<file path="src/rtl/mem_port_arbiter.sv">
// Byte-wide external memory port shared by instruction fetch and load/store.
// Sequences multi-byte transfers, round-robin arbitration, fetch flush, IO back-pressure.
module mem_port_arbiter #(
    parameter logic [1:0] IO_PAGE = 2'b11
) (
    input  logic        clk,
    input  logic        rst,
    input  logic        rdy,
    input  logic        flush,
    input  logic        io_buffer_full,
    input  logic        if_req,
    input  logic [31:0] if_addr,
    output logic        if_done,
    output logic [31:0] if_data,
    input  logic        ls_req,
    input  logic        ls_we,
    input  logic [1:0]  ls_size,
    input  logic [31:0] ls_addr,
    input  logic [31:0] ls_wdata,
    output logic        ls_done,
    output logic [31:0] ls_rdata,
    input  logic [7:0]  mem_din,
    output logic [7:0]  mem_dout,
    output logic [31:0] mem_a,
    output logic        mem_wr
);

    typedef enum logic [1:0] {IDLE, IF_RD, LS_RD, LS_WR} state_t;

    state_t      state_q, state_d;
    logic [2:0]  cnt_q, cnt_d;
    logic [2:0]  n_q, n_d;
    logic        last_ls_q, last_ls_d;
    logic [31:0] addr_q, addr_d;
    logic [31:0] wdata_q, wdata_d;
    logic [31:0] data_q, data_d;
    logic        if_done_q, if_done_d;
    logic [31:0] if_data_q, if_data_d;
    logic        ls_done_q, ls_done_d;
    logic [31:0] ls_rdata_q, ls_rdata_d;
    logic [7:0]  mem_dout_q, mem_dout_d;
    logic [31:0] mem_a_q, mem_a_d;
    logic        mem_wr_q, mem_wr_d;

    logic        if_ok, grant_ls, io_stall;
    logic [31:0] byte_addr, assembled;
    logic [1:0]  cap_idx;

    function automatic logic [2:0] size_bytes(input logic [1:0] s);
        case (s)
            2'd0:    return 3'd1;
            2'd1:    return 3'd2;
            default: return 3'd4;
        endcase
    endfunction

    always_comb begin
        // NOTE: every _d gets a default first so no path through the case infers a latch.
        state_d    = state_q;
        cnt_d      = cnt_q;
        n_d        = n_q;
        last_ls_d  = last_ls_q;
        addr_d     = addr_q;
        wdata_d    = wdata_q;
        data_d     = data_q;
        if_done_d  = 1'b0;
        if_data_d  = if_data_q;
        ls_done_d  = 1'b0;
        ls_rdata_d = ls_rdata_q;
        mem_dout_d = mem_dout_q;
        mem_a_d    = mem_a_q;
        mem_wr_d   = mem_wr_q;

        if_ok     = if_req && !flush;
        grant_ls  = ls_req && (!if_ok || !last_ls_q);
        byte_addr = addr_q + 32'(cnt_q);
        io_stall  = (byte_addr[17:16] == IO_PAGE) && io_buffer_full;
        cap_idx   = cnt_q[1:0] - 2'd1;
        assembled = data_q;
        assembled[8*cap_idx +: 8] = mem_din;

        case (state_q)
            IDLE: begin
                // A done pulse still high means the requester has not yet dropped its request.
                if (!if_done_q && !ls_done_q) begin
                    if (grant_ls) begin
                        addr_d    = ls_addr;
                        wdata_d   = ls_wdata;
                        n_d       = size_bytes(ls_size);
                        data_d    = '0;
                        mem_a_d   = ls_addr;
                        last_ls_d = 1'b1;
                        if (ls_we) begin
                            state_d = LS_WR;
                            if ((ls_addr[17:16] == IO_PAGE) && io_buffer_full) begin
                                cnt_d      = 3'd0;
                                mem_wr_d   = 1'b0;
                                mem_dout_d = '0;
                            end else begin
                                cnt_d      = 3'd1;
                                mem_wr_d   = 1'b1;
                                mem_dout_d = ls_wdata[7:0];
                            end
                        end else begin
                            state_d = LS_RD;
                            cnt_d   = 3'd1;
                        end
                    end else if (if_ok) begin
                        state_d   = IF_RD;
                        addr_d    = if_addr;
                        n_d       = 3'd4;
                        data_d    = '0;
                        mem_a_d   = if_addr;
                        cnt_d     = 3'd1;
                        last_ls_d = 1'b0;
                    end
                end
            end
            IF_RD, LS_RD: begin
                if (state_q == IF_RD && flush) begin
                    state_d = IDLE;
                    cnt_d   = 3'd0;
                    mem_a_d = '0;
                end else begin
                    data_d = assembled;
                    if (cnt_q == n_q) begin
                        state_d = IDLE;
                        cnt_d   = 3'd0;
                        mem_a_d = '0;
                        if (state_q == IF_RD) begin
                            if_done_d = 1'b1;
                            if_data_d = assembled;
                        end else begin
                            ls_done_d  = 1'b1;
                            ls_rdata_d = assembled;
                        end
                    end else begin
                        mem_a_d = byte_addr;
                        cnt_d   = cnt_q + 3'd1;
                    end
                end
            end
            LS_WR: begin
                if (cnt_q == n_q) begin
                    state_d    = IDLE;
                    cnt_d      = 3'd0;
                    ls_done_d  = 1'b1;
                    mem_wr_d   = 1'b0;
                    mem_dout_d = '0;
                    mem_a_d    = '0;
                end else if (io_stall) begin
                    mem_wr_d   = 1'b0;
                    mem_dout_d = '0;
                    mem_a_d    = byte_addr;
                end else begin
                    mem_wr_d   = 1'b1;
                    mem_a_d    = byte_addr;
                    mem_dout_d = wdata_q[8*cnt_q[1:0] +: 8];
                    cnt_d      = cnt_q + 3'd1;
                end
            end
            default: state_d = IDLE;
        endcase
    end

    // NOTE: sequential state uses non-blocking assignments only; rdy low holds everything.
    always_ff @(posedge clk) begin
        if (rst) begin
            state_q    <= IDLE;
            cnt_q      <= '0;
            n_q        <= '0;
            last_ls_q  <= 1'b0;
            addr_q     <= '0;
            wdata_q    <= '0;
            data_q     <= '0;
            if_done_q  <= 1'b0;
            if_data_q  <= '0;
            ls_done_q  <= 1'b0;
            ls_rdata_q <= '0;
            mem_dout_q <= '0;
            mem_a_q    <= '0;
            mem_wr_q   <= 1'b0;
        end else if (rdy) begin
            state_q    <= state_d;
            cnt_q      <= cnt_d;
            n_q        <= n_d;
            last_ls_q  <= last_ls_d;
            addr_q     <= addr_d;
            wdata_q    <= wdata_d;
            data_q     <= data_d;
            if_done_q  <= if_done_d;
            if_data_q  <= if_data_d;
            ls_done_q  <= ls_done_d;
            ls_rdata_q <= ls_rdata_d;
            mem_dout_q <= mem_dout_d;
            mem_a_q    <= mem_a_d;
            mem_wr_q   <= mem_wr_d;
        end
    end

    assign if_done  = if_done_q;
    assign if_data  = if_data_q;
    assign ls_done  = ls_done_q;
    assign ls_rdata = ls_rdata_q;
    assign mem_dout = mem_dout_q;
    assign mem_a    = mem_a_q;
    assign mem_wr   = mem_wr_q;

endmodule

</file>
<file path="config.mk">
export PLATFORM = sky130hd
export DESIGN_NAME = mem_port_arbiter
export DESIGN_NICKNAME = d
export VERILOG_FILES = /design/src/rtl/mem_port_arbiter.sv
export SDC_FILE = /design/constraint.sdc
export NUM_CORES = 1
export LEC_CHECK = 0
export ABC_AREA = 0
export CAP_MARGIN = 20
export CELL_PAD_IN_SITES_DETAIL_PLACEMENT = 0
export CELL_PAD_IN_SITES_GLOBAL_PLACEMENT = 1
export CORE_ASPECT_RATIO = 1.4
export CORE_MARGIN = 2
export CORE_UTILIZATION = 37
export CTS_CLUSTER_SIZE = 12
export DETAILED_ROUTE_END_ITERATION = 8
export PLACE_DENSITY = 0.83
export SLEW_MARGIN = 20
export SYNTH_ARGS = -nofsm -noshare
export SYNTH_HDL_FRONTEND = slang
export SYNTH_SLANG_ARGS = --single-unit
export TNS_END_PERCENT = 10
</file>
<file path="constraint.sdc">
create_clock -name clk -period 2.9 [get_ports clk]
set_input_delay 0.87 -clock clk [delete_from_list [all_inputs] [get_ports clk]]
set_output_delay 0.87 -clock clk [all_outputs]
set_load 0.05 [all_outputs]
</file>
==> impl_results.md, run 1 <==
- Status: completed
- Crit path max-delay family: compound AO/OA/AOI/OAI gates
- Wirelength, routed: just under 30 mm
- Synthesized area: about 0.0097 sq mm
- Number of flops mapped to enable cells by yosys: 0
- Seq/Total Area, Yosys: 0.438
- TritonCTS Buffers: 23
- Clk_lat worst skew: 510 ps
- Max rail drop VDD: 466 uV
- Ys flop type: dfxtp_1
- Wire length per cell: 17.2 um
- RSZ-0062 raised after global routing: no
- Net count, final: 1490
- Critical R2R Launch: cnt_q[1]
- Setup TNS: 0 ps
- CP Class: reg -> reg
- Mapped Cells: 1173
- Post-layout minimum cycle time: 2710 ps
- Final hold violation count: 0
- Flop-to-flop setup slack: 190 ps
- Largest net degree at the start of global routing: 82
- Hold_buf cts: 0
- Synth Warn #: 0
- Most frequent cell after synthesis: dfxtp_1
- Fmax achieved: ~370 MHz
- Netlist cell types: 57
- Die W: 141 um
- Critical path peak fanout: 13
- Post-route setup slack: 186 ps
- WP depth: 8
- Crit path DAT: 3090 ps
- Setup Skew: 14.8 ps
- Synth Area in Adders: 0.0163
- CTS tree: built
- Initial Util: 0.374
- CP required: 3270 ps
- Post-CTS Setup Bufs: 0
- Initial antenna violation count: 3
- Multiplexer area fraction after synthesis: 0.0383
- Reg2reg path depth: 8
- Synth top area share: 0.438
- Max clock buf depth: 3
- Post-DRT Antenna Nets: 0
- CTS Root Cell: clkbuf_16
- Critical Path Start: cnt_q[1]
- CP Capture Type: flip-flop
- Gates resized, CTS repair: 0
- Pwr Total: 7.53 mW
- Slew headroom: 0.551
- DRC viols: 0
- Port Buffers: 220
- Worst min path class: reg -> reg
- Cell area after layout: 0.0130 sq mm
- Power Dens Cells: 577 mW/mm^2
- Simple-gate share of the synthesized area: 0.247
- DP Worst Slack: 45.0 ps
- WHS: 444 ps
- 1st-iter DRT viols: 525
- Utilization after layout: 0.503
- Synth area leaders: dfxtp_1 (44%), a211oi_1 (7.9%), nor2_1 (6.5%)
- Ys async rst share: 0
- R2R Path End: cnt_q[0]
- Synth Area in XOR/XNOR: 0.0262
- Die height: 196 um
- Largest family of logic cells by synthesized area: simple AND/OR/NAND/NOR gates
- WP buf/inv: 1
- Layout area overhead: 34.6%
- # IOs: 221
- Synthesized area per cell: 8.27 sq um
- Global Route Usage Sum: 0.205
- Die area: around 0.028 sq mm
- Worst Tran Pin Value: 673 ps
- Ratio of cells with drive above 1 in the final layout: 0.0741
- Placed Area: 0.0124 sq mm
- Num Clock Sinks: between 200 and 250
- LEAKAGE: 4.61 nW
- CORE AREA: 0.0259 sq mm
- CP startpoint kind: flip-flop
- Rows: 70
- GPL Wtd Cong: ~0.84
- Fin crit share: 0.936
- Final Non-Filler Cells: 1703
- CP max-delay cell: fa_1
- Area leader, netlist: dfxtp_1
- Pre-antenna DRT Iters: 5
- Hpwl dp: 20.5 mm
- Synth Area in Compound Gates: 0.189
- DR vias: around 9000
- Grt ovf: 0
- Dpl cells: about 1700
- Worst-path clk slew: 60 ps
- Final Max Tran Viols: 0
- Commonest cells in the netlist: dfxtp_1 (212), nor2_1 (167), nand2_1 (159)
- First-pass GRT wire length: around 46 mm
- Post-synthesis net count: 1299
- H-tree levels: 1
- Register bit total from synthesis: 212
- Crit path largest cell delay: 500 ps
- Routed vias/inst: between 5 and 6
- Critical Path Sink: cnt_q[0]
- Max-cap violations: 0
- Setup violations, final: 0
- CP cell instances: inv_1 > fa_1 > nor2b_1 > or2_2 > a31oi_1 > o221ai_4 > o21ai_1 > a211oi_1
- Vias in the first global route: 8623
-- state kept, by name, summed over array words and instances, names as in the netlist --
register / cells
n_q: 3
ls_rdata: 32
if_done: 1
mem_a: 32
cnt_q: 3
data_q: 32
state_q: 2
ls_done: 1
wdata_q: 32
mem_dout: 8
if_data: 32
last_ls_q: 1
mem_wr: 1
addr_q: 32
-- placed cells by master (no fill, tap or decap), types with 18 or more instances in the layout --
| cell | Yosys | layout |
|---|---|---|
| a211oi_1 | 102 | 102 |
| nor2_1 | 167 | 164 |
| clkdlybuf4s50_1 | 0 | 219 |
| dfxtp_1 | 212 | 212 |
| nor3_1 | 49 | 48 |
| nand2_1 | 159 | 159 |
| nand3b_1 | 34 | 34 |
| o21ai_0 | 20 | 20 |
| mux2i_1 | 18 | 18 |
| a21oi_1 | 118 | 118 |
| clkbuf_16 | 0 | 23 |
| nor2b_1 | 36 | 36 |
| buf_4 | 4 | 30 |
-- layer usage --
metal,track usage,vias to the layer above,routed length (um)
li1,-,4508,-
met1,0.253,4156,11800
met2,0.363,265,14700
met3,0.0387,44,1870
met4,0.0637,0,842
met5,0,-,0
-- power by group --
part           switching (mW)  internal [mW]  total [mW]  leakage, nW
Sequential              0.120           3.09        3.21         1.73
Combinational           0.982          0.622        1.60         2.54
Clock                    1.15           1.57        2.72        0.341
-- worst min-delay path by stage --
stage                     from          to  slack, ps  depth (start not counted)
detailed placement  data_q[18]  data_q[18]        440                          2
floorplan            data_q[0]   data_q[0]        430                          2
global placement     data_q[8]   data_q[8]        430                          2
finish               data_q[9]   data_q[9]        440                          2
CTS                 data_q[18]  data_q[18]        450                          2
global route        data_q[19]  data_q[19]        460                          2
-- area by class of cell --
type	instances	area [sq um]
diodes	3	7.51
clock buffers	32	659
clock inverters	5	31.3
fillers	2514	12900
inverters	11	41.3
multi-input cells	856	5030
flip-flops and latches	212	4240
well taps	324	405
repair buffers	260	2630
-- cells by family after synthesis --
| logic type | after synthesis |
|---|---|
| adder cells (fa/ha/maj) | 12 |
| flip-flops | 212 |
| AO/OA/AOI/OAI | 282 |
| buffers and inverters | 105 |
| multiplexers | 27 |
| XOR/XNOR | 29 |
| AND/OR/NAND/NOR | 506 |
-- worst reg2reg max path, cell delays in order (launching register included) --
cell and delay [ps]:
dfxtp_1 410, inv_1 190, fa_1 500, nor2b_1 160, or2_2 170, a31oi_1 180
o221ai_4 450, o21ai_1 150, a211oi_1 370
(Power assumes the default switching activity.)
==> inputs of run 2 (changes only) <==
--- a/config.mk
+++ b/config.mk
@@ -7,14 +7,12 @@
 export LEC_CHECK = 0
 export ABC_AREA = 0
 export CAP_MARGIN = 20
-export CELL_PAD_IN_SITES_DETAIL_PLACEMENT = 0
-export CELL_PAD_IN_SITES_GLOBAL_PLACEMENT = 1
 export CORE_ASPECT_RATIO = 1.4
 export CORE_MARGIN = 2
-export CORE_UTILIZATION = 37
+export CORE_UTILIZATION = 51
 export CTS_CLUSTER_SIZE = 12
 export DETAILED_ROUTE_END_ITERATION = 8
-export PLACE_DENSITY = 0.83
+export PLACE_DENSITY = 0.84
 export SLEW_MARGIN = 20
 export SYNTH_ARGS = -nofsm -noshare
 export SYNTH_HDL_FRONTEND = slang
==> impl_results.md, run 2 (same netlist as run 1, synthesis figures left out) <==
- Status: completed
- First-pass GRT wire length: ~45 mm
- Vias in the first global route: 9074
- Max rail drop VDD: between 400 and 500 uV
- CP cell instances: clkdlybuf4s50_1
- Crit path max-delay family: buffers and inverters
- Grt ovf: 0
- Worst min path class: reg -> reg
- TritonCTS Buffers: 22
- Die area: 0.0201 sq mm
- Setup violations, final: 0
- Worst Tran Pin Value: 616 ps
- Placed Area: between 0.01 and 0.015 sq mm
- Pre-antenna DRT Iters: 5
- Gates resized, CTS repair: 0
- Global Route Usage Sum: 0.272
- Port Buffers: 220
- Die W: 121 um
- Commonest non-fill, non-tap cells in the layout: clkdlybuf4s50_1 (219), dfxtp_1 (212), nor2_1 (164)
- WP buf/inv: 1
- Cell area after layout: 0.0128 sq mm
- Post-CTS Setup Bufs: 0
- Num Clock Sinks: 212
- Post-route setup slack: 303 ps
- CP startpoint kind: flip-flop
- CP Class: reg -> out
- Die height: 167 um
- Rows: 59
- Clk_lat worst skew: 510 ps
- Wire length per cell: 17.6 um
- Final hold violation count: 0
- Initial antenna violation count: 0
- Final Max Tran Viols: 0
- CP Capture Type: output pin
- Comb power frac: 0.215
- Wirelength, routed: roughly 28 mm
- CP required: 2030 ps
- RSZ-0062 raised after global routing: no
- Routed vias/inst: 5.76
- Sw power: 2.20 mW
- Layout area overhead: 32.3%
- ANT cells: 0
- Ratio of cells with drive above 1 in the final layout: 0.0652
- GPL Wtd Cong: 0.897
- Power Dens Cells: roughly 580 mW/mm^2
- H-tree levels: 1
- Critical path peak fanout: 3
- Crit path largest cell delay: 850 ps
- Largest net degree at the start of global routing: 77
- Most common cell after layout, fill and taps aside: clkdlybuf4s50_1
- # IOs: between 200 and 250
- LEAKAGE: 4.55 nW
- Net count, final: approximately 1500
- Reg power frac: 0.434
- Initial Util: 0.521
- DP Worst Slack: between 70 and 80 ps
- Switch share: 0.296
- CORE AREA: roughly 0.019 sq mm
- Worst-path clk slew: 60 ps
- Slew headroom: 0.589
- DRC viols: 0
- CP max-delay cell: clkdlybuf4s50_1
- Fin crit share: 0.895
- Setup Skew: 11.6 ps
- CTS Root Cell: clkbuf_16
- 1st-iter DRT viols: between 700 and 800
- Setup TNS: 0 ps
- CTS tree: built
- Crit path DAT: roughly 1700 ps
- Hold_buf cts: 0
- Max clock buf depth: 3
- Utilization after layout: 0.690
- Power share of the clock group: 0.351
- DR vias: between 9000 and 10000
- Fmax achieved: 385 MHz
- Pwr Total: 7.41 mW
- Post-DRT Antenna Nets: 0
- Flop-to-flop setup slack: 360 ps
- Post-layout minimum cycle time: 2600 ps
- Hpwl dp: 19.7 mm
- Internal Dissipation: 5.21 mW
- Max-cap violations: 0
[run 2: final timing paths]
path                   start           to  cells after the start
hold reg to reg   data_q[12]   data_q[12]                      2
setup / recovery     ls_done      ls_done                      1
hold / removal    data_q[12]   data_q[12]                      2
setup reg to reg    cnt_q[2]  mem_dout[2]                      7
[run 2: worst register-to-register path, cell delays in order, from the launching register on]
cell	delay, ps
dfxtp_1	450
ha_1	330
a21oi_1	300
and2_1	410
nor4_2	120
o221ai_4	400
a32oi_1	190
a211oi_1	260
[run 2: layer usage]
| layer | wire (um) | vias up | track usage |
|---|---|---|---|
| li1 | - | 4488 | - |
| met1 | 10500 | 4321 | 0.306 |
| met2 | 14400 | 366 | 0.484 |
| met3 | 2030 | 94 | 0.0545 |
| met4 | 1300 | 0 | 0.133 |
| met5 | 0 | - | 0 |
[run 2: power groups by stage]
stage / Clock, mW / Combinational [mW] / Sequential [mW]
finish: 2.60 / 1.59 / 3.21
detailed placement: 0 / 1.58 / 3.27
floorplan: 0 / 0.658 / 3.58
global placement: 0 / 1.56 / 3.27
global route: 2.77 / 1.70 / 3.23
CTS: 2.63 / 1.59 / 3.21
[run 2: through the flow]
step,std cells,hold WS (ps)
after floorplan,1173,427
after global placement,1576,433
after detailed placement,1576,438
after CTS,1610,446
after global routing,1610,462
final,1610,448
[run 2: layout make-up]
type,instances,area (sq um)
clock buffers,33,643
clock inverters,1,5.00
repair buffers,253,2560
fillers,1445,5770
flip-flops and latches,212,4240
well taps,244,305
inverters,11,41.3
multi-input cells,856,5030
